--- config.mk ---
export PLATFORM = sky130hd
export DESIGN_NAME = status_display_fsm
export DESIGN_NICKNAME = d
export VERILOG_FILES = /design/src/rtl/status_display_fsm.sv
export SDC_FILE = /design/constraint.sdc
export NUM_CORES = 1
export LEC_CHECK = 0
export CORE_ASPECT_RATIO = 0.8
export CORE_UTILIZATION = 37
export CTS_BUF_LIST = sky130_fd_sc_hd__clkbuf_8 sky130_fd_sc_hd__clkbuf_16
export DETAILED_ROUTE_END_ITERATION = 8
export PLACE_DENSITY_LB_ADDON = 0.15
export SYNTH_ARGS = -nofsm -noshare
export SYNTH_HDL_FRONTEND = slang
export SYNTH_SLANG_ARGS = --single-unit
--- constraint.sdc ---
create_clock -name clk -period 6.4 [get_ports clk]
set_input_delay 1.92 -clock clk [delete_from_list [all_inputs] [get_ports clk]]
set_output_delay 1.92 -clock clk [all_outputs]
set_load 0.02 [all_outputs]
--- src/rtl/status_display_fsm.sv ---
// Display/LED arbitration for the O/X MLP board: one FSM selects the
// 7-segment source, number/one-hot flag and LED bank among training
// progress, training-complete hold, inference result hold and keypad echo.
module status_display_fsm #(
  parameter int unsigned CLK_HZ         = 50000000,
  parameter int unsigned LED_W          = 8,
  parameter int unsigned PCT_W          = 7,
  parameter int unsigned DONE_HOLD_MS   = 3000,
  parameter int unsigned DONE_LED_MS    = 1000,
  parameter int unsigned RESULT_HOLD_MS = 3000,
  parameter int unsigned ANIM_STEP_CYC  = 500000
) (
  input  logic             clk,
  input  logic             rst,
  input  logic             train_active,
  input  logic             train_done,
  input  logic [7:0]       epoch,
  input  logic             key_valid,
  input  logic [3:0]       key_digit,
  input  logic             submit,
  input  logic             nn_y,
  input  logic [PCT_W-1:0] nn_pct,
  output logic [15:0]      seg_data,
  output logic             seg_valid,
  output logic             seg_number_mode,
  output logic [LED_W-1:0] led,
  output logic [2:0]       mode
);

  localparam int unsigned MS_CYC        = CLK_HZ / 1000;
  localparam int unsigned DONE_HOLD_CYC = MS_CYC * DONE_HOLD_MS;
  localparam int unsigned DONE_LED_CYC  = MS_CYC * DONE_LED_MS;
  localparam int unsigned RES_HOLD_CYC  = MS_CYC * RESULT_HOLD_MS;
  localparam int unsigned TMR_MAX       = (DONE_HOLD_CYC > RES_HOLD_CYC) ? DONE_HOLD_CYC : RES_HOLD_CYC;
  localparam int unsigned TW            = $clog2(TMR_MAX) + 1;
  localparam int unsigned AW            = $clog2(ANIM_STEP_CYC) + 1;
  localparam int unsigned PROD_W        = PCT_W + $clog2(LED_W) + 1;

  localparam logic [TW-1:0]    DONE_LAST    = TW'(DONE_HOLD_CYC - 1);
  localparam logic [TW-1:0]    DONE_LED_END = TW'(DONE_LED_CYC);
  localparam logic [TW-1:0]    RES_LAST     = TW'(RES_HOLD_CYC - 1);
  localparam logic [AW-1:0]    ANIM_LAST    = AW'(ANIM_STEP_CYC - 1);
  localparam logic [PCT_W-1:0] PCT_MAX      = PCT_W'(100);

  typedef enum logic [2:0] {
    ST_IDLE   = 3'd0,
    ST_KEY    = 3'd1,
    ST_RESULT = 3'd2,
    ST_TRAIN  = 3'd3,
    ST_DONE   = 3'd4
  } state_t;

  state_t             state_q, state_d;
  logic               done_q, sub_q;
  logic [TW-1:0]      dtmr_q, dtmr_d;
  logic [TW-1:0]      rtmr_q, rtmr_d;
  logic [AW-1:0]      acnt_q, acnt_d;
  logic [LED_W-1:0]   anim_q, anim_d;
  logic [3:0]         digit_q, digit_d;
  logic               y_q, y_d;
  logic [PCT_W-1:0]   pct_q, pct_d;
  logic [15:0]        seg_data_d;
  logic               seg_valid_d, seg_nm_d;
  logic [LED_W-1:0]   led_d;
  logic [LED_W-1:0]   res_led;
  logic [PROD_W-1:0]  prod, therm_n;
  logic               done_rise, sub_rise;

  assign done_rise = train_done & ~done_q;
  assign sub_rise  = submit & ~sub_q;
  assign mode      = state_q;

  function automatic logic [11:0] to_bcd(input logic [7:0] v);
    return {4'(v / 8'd100), 4'((v % 8'd100) / 8'd10), 4'(v % 8'd10)};
  endfunction

  // Result LED pattern: y on the MSB, thermometer of max(1, pct*(LED_W-1)/100) below it.
  always_comb begin
    res_led = '0;
    prod    = PROD_W'(pct_d) * PROD_W'(LED_W - 1);
    therm_n = prod / PROD_W'(100);
    if (therm_n == '0) therm_n = PROD_W'(1);
    for (int unsigned i = 0; i < LED_W - 1; i++) res_led[i] = (PROD_W'(i) < therm_n);
    res_led[LED_W-1] = y_d;
  end

  // Next-state, timers and latches in priority order, then outputs.
  // Outputs decode the next-state values so the registered outputs
  // reflect an input on the same edge that samples it.
  always_comb begin
    state_d = state_q;
    dtmr_d  = dtmr_q;
    rtmr_d  = rtmr_q;
    acnt_d  = acnt_q;
    anim_d  = anim_q;
    digit_d = digit_q;
    y_d     = y_q;
    pct_d   = pct_q;

    if (done_rise) begin
      state_d = ST_DONE;
      dtmr_d  = '0;
    end else if (state_q == ST_DONE) begin
      if (dtmr_q == DONE_LAST) begin
        state_d = train_active ? ST_TRAIN : ST_IDLE;
        dtmr_d  = '0;
        acnt_d  = '0;
        anim_d  = LED_W'(1);
      end else begin
        dtmr_d = dtmr_q + 1'b1;
      end
    end else if (train_active) begin
      state_d = ST_TRAIN;
      if (state_q != ST_TRAIN) begin
        acnt_d = '0;
        anim_d = LED_W'(1);
      end else if (acnt_q == ANIM_LAST) begin
        acnt_d = '0;
        anim_d = {anim_q[LED_W-2:0], anim_q[LED_W-1]};
      end else begin
        acnt_d = acnt_q + 1'b1;
      end
    end else if (state_q == ST_TRAIN) begin
      state_d = ST_IDLE;
    end else if (sub_rise) begin
      state_d = ST_RESULT;
      y_d     = nn_y;
      pct_d   = (nn_pct > PCT_MAX) ? PCT_MAX : nn_pct;
      rtmr_d  = '0;
    end else if (state_q == ST_RESULT) begin
      if (!submit) begin
        if (rtmr_q == RES_LAST) begin
          state_d = ST_IDLE;
        end else if (key_valid) begin
          state_d = ST_KEY;
          digit_d = key_digit;
        end else begin
          rtmr_d = rtmr_q + 1'b1;
        end
      end
    end else if (key_valid) begin
      state_d = ST_KEY;
      digit_d = key_digit;
    end else begin
      state_d = ST_IDLE;
    end

    seg_data_d  = '0;
    seg_valid_d = 1'b1;
    seg_nm_d    = 1'b1;
    led_d       = '0;
    case (state_d)
      ST_KEY:    seg_data_d = {12'h000, digit_d};
      ST_RESULT: begin
        seg_data_d = {4'h0, to_bcd(8'(pct_d))};
        led_d      = res_led;
      end
      ST_TRAIN:  begin
        seg_data_d = {4'h0, to_bcd(epoch)};
        led_d      = anim_d;
      end
      ST_DONE:   begin
        seg_data_d = 16'h0099;
        led_d      = (dtmr_d < DONE_LED_END) ? '1 : '0;
      end
      default:   begin
        seg_valid_d = 1'b0;
        seg_nm_d    = 1'b0;
      end
    endcase
  end

  // State, timers, latches, edge history and registered outputs.
  always_ff @(posedge clk or posedge rst) begin
    if (rst) begin
      state_q         <= ST_IDLE;
      done_q          <= 1'b0;
      sub_q           <= 1'b0;
      dtmr_q          <= '0;
      rtmr_q          <= '0;
      acnt_q          <= '0;
      anim_q          <= '0;
      digit_q         <= '0;
      y_q             <= 1'b0;
      pct_q           <= '0;
      seg_data        <= '0;
      seg_valid       <= 1'b0;
      seg_number_mode <= 1'b0;
      led             <= '0;
    end else begin
      state_q         <= state_d;
      done_q          <= train_done;
      sub_q           <= submit;
      dtmr_q          <= dtmr_d;
      rtmr_q          <= rtmr_d;
      acnt_q          <= acnt_d;
      anim_q          <= anim_d;
      digit_q         <= digit_d;
      y_q             <= y_d;
      pct_q           <= pct_d;
      seg_data        <= seg_data_d;
      seg_valid       <= seg_valid_d;
      seg_number_mode <= seg_nm_d;
      led             <= led_d;
    end
  end

endmodule

Yosys cells after proc, flatten, opt, wreduce, memory -nomap -nowiden. Index checks and enable logic that the tools add are counted.

Bits in registers: 128. Input port bits: 26. Word-level logic and storage cells: 120. Output and inout port bits: 29.

Mux-type cells: 56. Bitwise gates (word level): 8. Divide/modulo/power cells: 9. Multiply operators: 1. Add/subtract/negate cells: 3. Reductions and logical operators: 6. $lt $le $gt $ge: 9. Equality and inequality tests: 15.

Operators by type and width (number): $mux 29 (8); $mux 20 (5); $add 29x1->29 const B (2); $eq 29x28->1 const B (2); $mux 8 (7); $pmux 12 s4 (1); $mux 7 (6); $mux 4 (9); $lt 3x11->1 const A (3); $mux 3 (10); $lt 29x26->1 const B (1); $pmux 8 s3 (1); $lt 1x11->1 const A (2); $lt 2x11->1 const A (2); $add 20x1->20 const B (1); $eq 20x19->1 const B (1); $div 8x4->8 const B (2); $eq 3x2->1 const B (4); $div 10x7->11 const B (1); $logic_not 11->1 (1); $mux 11 (1); $mul 7x3->10 const B (1); $div 7x7->8 const B (1); $div 8x7->8 const B (1); 18 further kinds (34).

Longest topological paths before layout.
Depth after elaboration: 13. Depth in mapped cells: 27.

Worst setup path after synthesis. No wires, ideal clock.

Path type: input port to flip-flop. From: input train_done. To: register led[2]. Library setup time: 126 ps. Arrival time: 7535 ps. Cell stages on the path: 27. Buffers on the path: 4. Setup slack: -1261 ps. Cell sequence: nor2b_1 > clkbuf_1 > nor3_1 > and2_1 > buf_2 > buf_4 > clkbuf_1 > nand3_1 > o21ai_0 > inv_1 > fa_1 > inv_1 > ha_1 > fa_1 > a21o_1 > a21oi_1 > nor2b_1 > o311ai_1 > nor3b_1 > a21oi_1 > a21oi_2 > xnor2_1 > o31a_1 > a21oi_1 > a2111oi_0 > a211o_1 > a221o_1.

Word-level cells in the longest chain between the ends: 8. Elaborated cells on any way between the ends: 16.

Ends and longest elaborated chain: from (decl) (line 16) `input logic train_done,`; $and 1x1->1 (*) (line 69) `assign done_rise = train_done & ~done_q;`; $mux 7 (*) (line 100) `if (done_rise) begin`; net pct_d[0] (line 61) `logic [PCT_W-1:0] pct_q, pct_d;`; $mul 7x3->10 (*) (line 80) `prod = PROD_W'(pct_d) * PROD_W'(LED_W - 1);`; $div 10x7->11 (*) (line 81) `therm_n = prod / PROD_W'(100);`; $logic_not 11->1 (line 82) `if (therm_n == '0) therm_n = PROD_W'(1);`; $mux 11 (*) (line 82); $lt 2x11->1 (*) (line 83) `for (int unsigned i = 0; i < LED_W - 1; i++) res_led[i] = (PROD_W'(i) < therm_n);`; $pmux 8 s3 (*) (line 152) `case (state_d)`; net led_d[2] (line 64) `logic [LED_W-1:0] led_d;`; to (signal assigned) (line 204) `led <= led_d;`; to (decl) (line 26) `output logic [LED_W-1:0] led,`.

The timed path passes the listed nets; every way through them passes the cells marked *. A chain may end at the register's enable or synchronous reset.

Worst setup path after layout. Ends and elaborated chain as after synthesis.

==> metrics.md <==
| Metric | Value |
|---|---|
| Status | `finished with violations` |
| Failing checks | `negative setup slack` |
| Register Area | `2953 sq um` |
| Pleak | `4.848 nW` |
| Initial antenna violation count | `0` |
| Least-Margin Pin Slew | `1046 ps` |
| Drt drc | `0` |
| Kind of critical path | `in -> reg` |
| CTS tree | `done` |
| Clk slew on worst S/H paths | `60 ps` |
| Vias per std cell | `5.392` |
| GPL Wtd Cong | `0.8600` |
| CTS H-tree lvls | `4` |
| Cell variety after synth | `98` |
| Multi-input logic area | `5057 sq um` |
| Mean Syn Cell Area | `8.725 sq um` |
| Clk buf depth | `2` |
| Top cells by area, synth | `dfrtp_1 36%, nor2_1 5.0%, xor2_1 4.7%, o21ai_0 3.9%, nand2_1 3.6%` |
| Worst Path Required | `6710 ps` |
| Max_slew headroom | `0.2952` |
| Initial Util | `0.3781` |
| Post-synth top cells | `118 x dfrtp_1, 108 x nor2_1, 78 x nand2_1` |
| Remaining global-route overflow | `0` |
| Total detailed-routing wirelength | `22.40 mm` |
| Ys async rst share | `1.000` |
| Final WS setup | `-18.70 ps` |
| Starting DRT DRC Count | `479` |
| Clk_lat worst skew | `430 ps` |
| CP startpoint kind | `primary input` |
| IO Pins | `55` |
| Ant diodes | `0` |
| Crit-path cells | `buf_6, nor2b_4, nor3_4, and2_4, buf_6, o21a_4, inv_2, fa_1, inv_2, ha_4, fa_2, a21o_1, a21oi_2, nor2b_1, o311ai_2, nor3b_4, a21oi_2, buf_4, a21o_1, maj3_1, a211oi_2, a2111oi_2, a211o_1, a221o_1` |
| Max Cap Viol | `0` |
| WP buf/inv | `5` |
| Hold Crit Class | `reg -> reg` |
| Final hold viol count | `0` |
| Die H | `135.0 microns` |
| Synth area leader | `dfrtp_1` |
| Synth top area share | `0.3612` |
| Total GRT Usage | `0.2048` |
| Port bufs | `48` |
| Clock root buffer | `clkbuf_16` |
| Hold WS | `503.7 ps` |
| Count leader, synth | `dfrtp_1` |
| Via count | `7635` |
| Area of the core | `21620 sq um` |
| CP max FO | `7` |
| CTS buffer count | `17` |
| Crit-path leading delay family | `compound AO/OA/AOI/OAI gates` |
| Netlist Area Pre-Place | `8175 sq um` |
| Fin nets | `1179` |
| Final setup violation count | `1` |
| First-pass GRT wire length | `36.80 mm` |
| Pwr Density | `441.1 nW/um^2` |
| Vias in the first global route | `7113` |
| Setup_tns | `-18.70 ps` |
| Crit end category | `flop` |
| Layout cells sized above 1 | `0.2489` |
| Seq/Total Area, Yosys | `0.3612` |
| Final HPWL DP | `16.64 mm` |
| Pin count of the biggest net entering global routing | `62` |
| Die Area | `22700 sq um` |
| Routed Antenna Nets | `0` |
| Routed len/inst | `15.82 microns` |
| Number of core rows | `48` |
| Seq cells post-synth | `118` |
| Crit path time final | `6419 ps` |
| RSZ-0062 raised after global routing | `true` |
| Final Skew | `11.40 ps` |
| Predominant post-synthesis flop cell | `dfrtp_1` |
| Fin crit share | `1.003` |
| Mapped Cells | `937` |
| Syn. warnings | `0` |
| Max-slew violations | `0` |
| CP arrival | `6730 ps` |
| CTS Sinks | `118` |
| 1st-pass router iterations | `5` |
| Highest clock rate | `0.1558 GHz` |
| Filler instances | `2088` |
| Layout area overhead | `33.06%` |
| VDD IR max | `361.8 uV` |
| Max incr delay on CP | `540 ps` |
| Die W | `168.2 microns` |
| EDFF count, synth | `0` |
| Slowest CP cell | `fa_1` |
registers in the layout, indices dropped and copies added, names as in the netlist:
signal           count
sub_q                1
led                  8
y_q                  1
rtmr_q              29
seg_number_mode      1
pct_q                7
seg_data            10
mode                 3
acnt_q              20
dtmr_q              29
done_q               1
anim_q               8
per-stage QoR:
stage	power, mW	util	area, sq um	setup WS [ps]	cells
after global routing	5.135	0.5031	10880	-199.4	1416
after CTS	4.659	0.4957	10720	2.307	1410
after global placement	3.500	0.4608	9963	-1040	1371
final	4.798	0.5031	10880	-18.70	1416
after detailed placement	3.481	0.4608	9963	-1141	1371
after floorplan	2.356	-	8263	-516.4	942
power breakdown:
| part | switching [mW] | internal [mW] |
|---|---|---|
| clock network | 0.377 | 0.625 |
| registers | 0.0445 | 0.821 |
| logic | 1.41 | 1.52 |
routing by layer:
metal	track usage	up-vias	part of all wire
li1	-	3756	-
met2	0.3042	147	0.44
met5	0	-	0
met1	0.3013	3713	0.51
met4	0.06162	0	0.012
met3	0.03693	19	0.038
path summary, 6_finish.rpt:
path                       startpoint     endpoint  slack (ps)  depth (start not counted)
max in group asynchronous         rst  seg_data[3]        3610                          3
setup / recovery           train_done       led[2]         -20                         24
hold reg to reg                   y_q          y_q         500                          1
setup reg to reg              mode[2]       led[2]         890                         24
hold / removal                    y_q          y_q         500                          1
min in group asynchronous         rst   dtmr_q[16]        1980                          2
layout by cell type (no fill, tap or decap), drive strengths merged, types with 7 or more instances in the layout:
master         count
buf              164
dfrtp            118
nor2             108
nand2             81
o21ai             72
inv               50
nand3             45
xor2              44
a21oi             43
clkdlybuf4s50     42
nor3              26
nand4             24
or3               21
and3              19
clkbuf            19
ha                18
xnor2             17
mux2i             15
a21o              12
nand2b            11
nor4b             11
a31oi              9
mux2               8
nor4               8
fa                 7
logic make-up (layout without fill, tap and decap cells):
| logic type | after synthesis | in the layout | share of synthesized area |
|---|---|---|---|
| AO/OA/AOI/OAI | 219 | 219 | 0.1798 |
| flip-flops | 118 | 118 | 0.3612 |
| XOR/XNOR | 61 | 61 | 0.06627 |
| AND/OR/NAND/NOR | 398 | 398 | 0.2643 |
| other | 1 | 6 | 0.0004587 |
| multiplexers | 23 | 23 | 0.02984 |
| adder cells (fa/ha/maj) | 27 | 27 | 0.04714 |
| buffers and inverters | 90 | 289 | 0.05096 |
worst register-to-register path: cells and delay by family, from the launching register on:
family                   cells  cell delay [ps]
buffers and inverters        4              360
AO/OA/AOI/OAI               11             2120
AND/OR/NAND/NOR              5             1070
adder cells (fa/ha/maj)      4             1440
flip-flops                   1              430
layout make-up:
type	instances	share of cell area
inverters	46	0.01610
flip-flops and latches	118	0.2715
clock buffers	18	0.04037
clock inverters	14	0.01610
repair buffers	211	0.1594
well taps	275	0.03163
multi-input cells	734	0.4649
timing repair:
| action | in CTS | in global routing |
|---|---|---|
| setup buffers | 9 | 7 |
| gates resized for setup | 30 | 34 |
| endpoints found under the setup margin | 11 | 11 |
| pin swaps | 17 | 18 |
| hold buffers | 0 | 0 |
(Power assumes the default switching activity.)
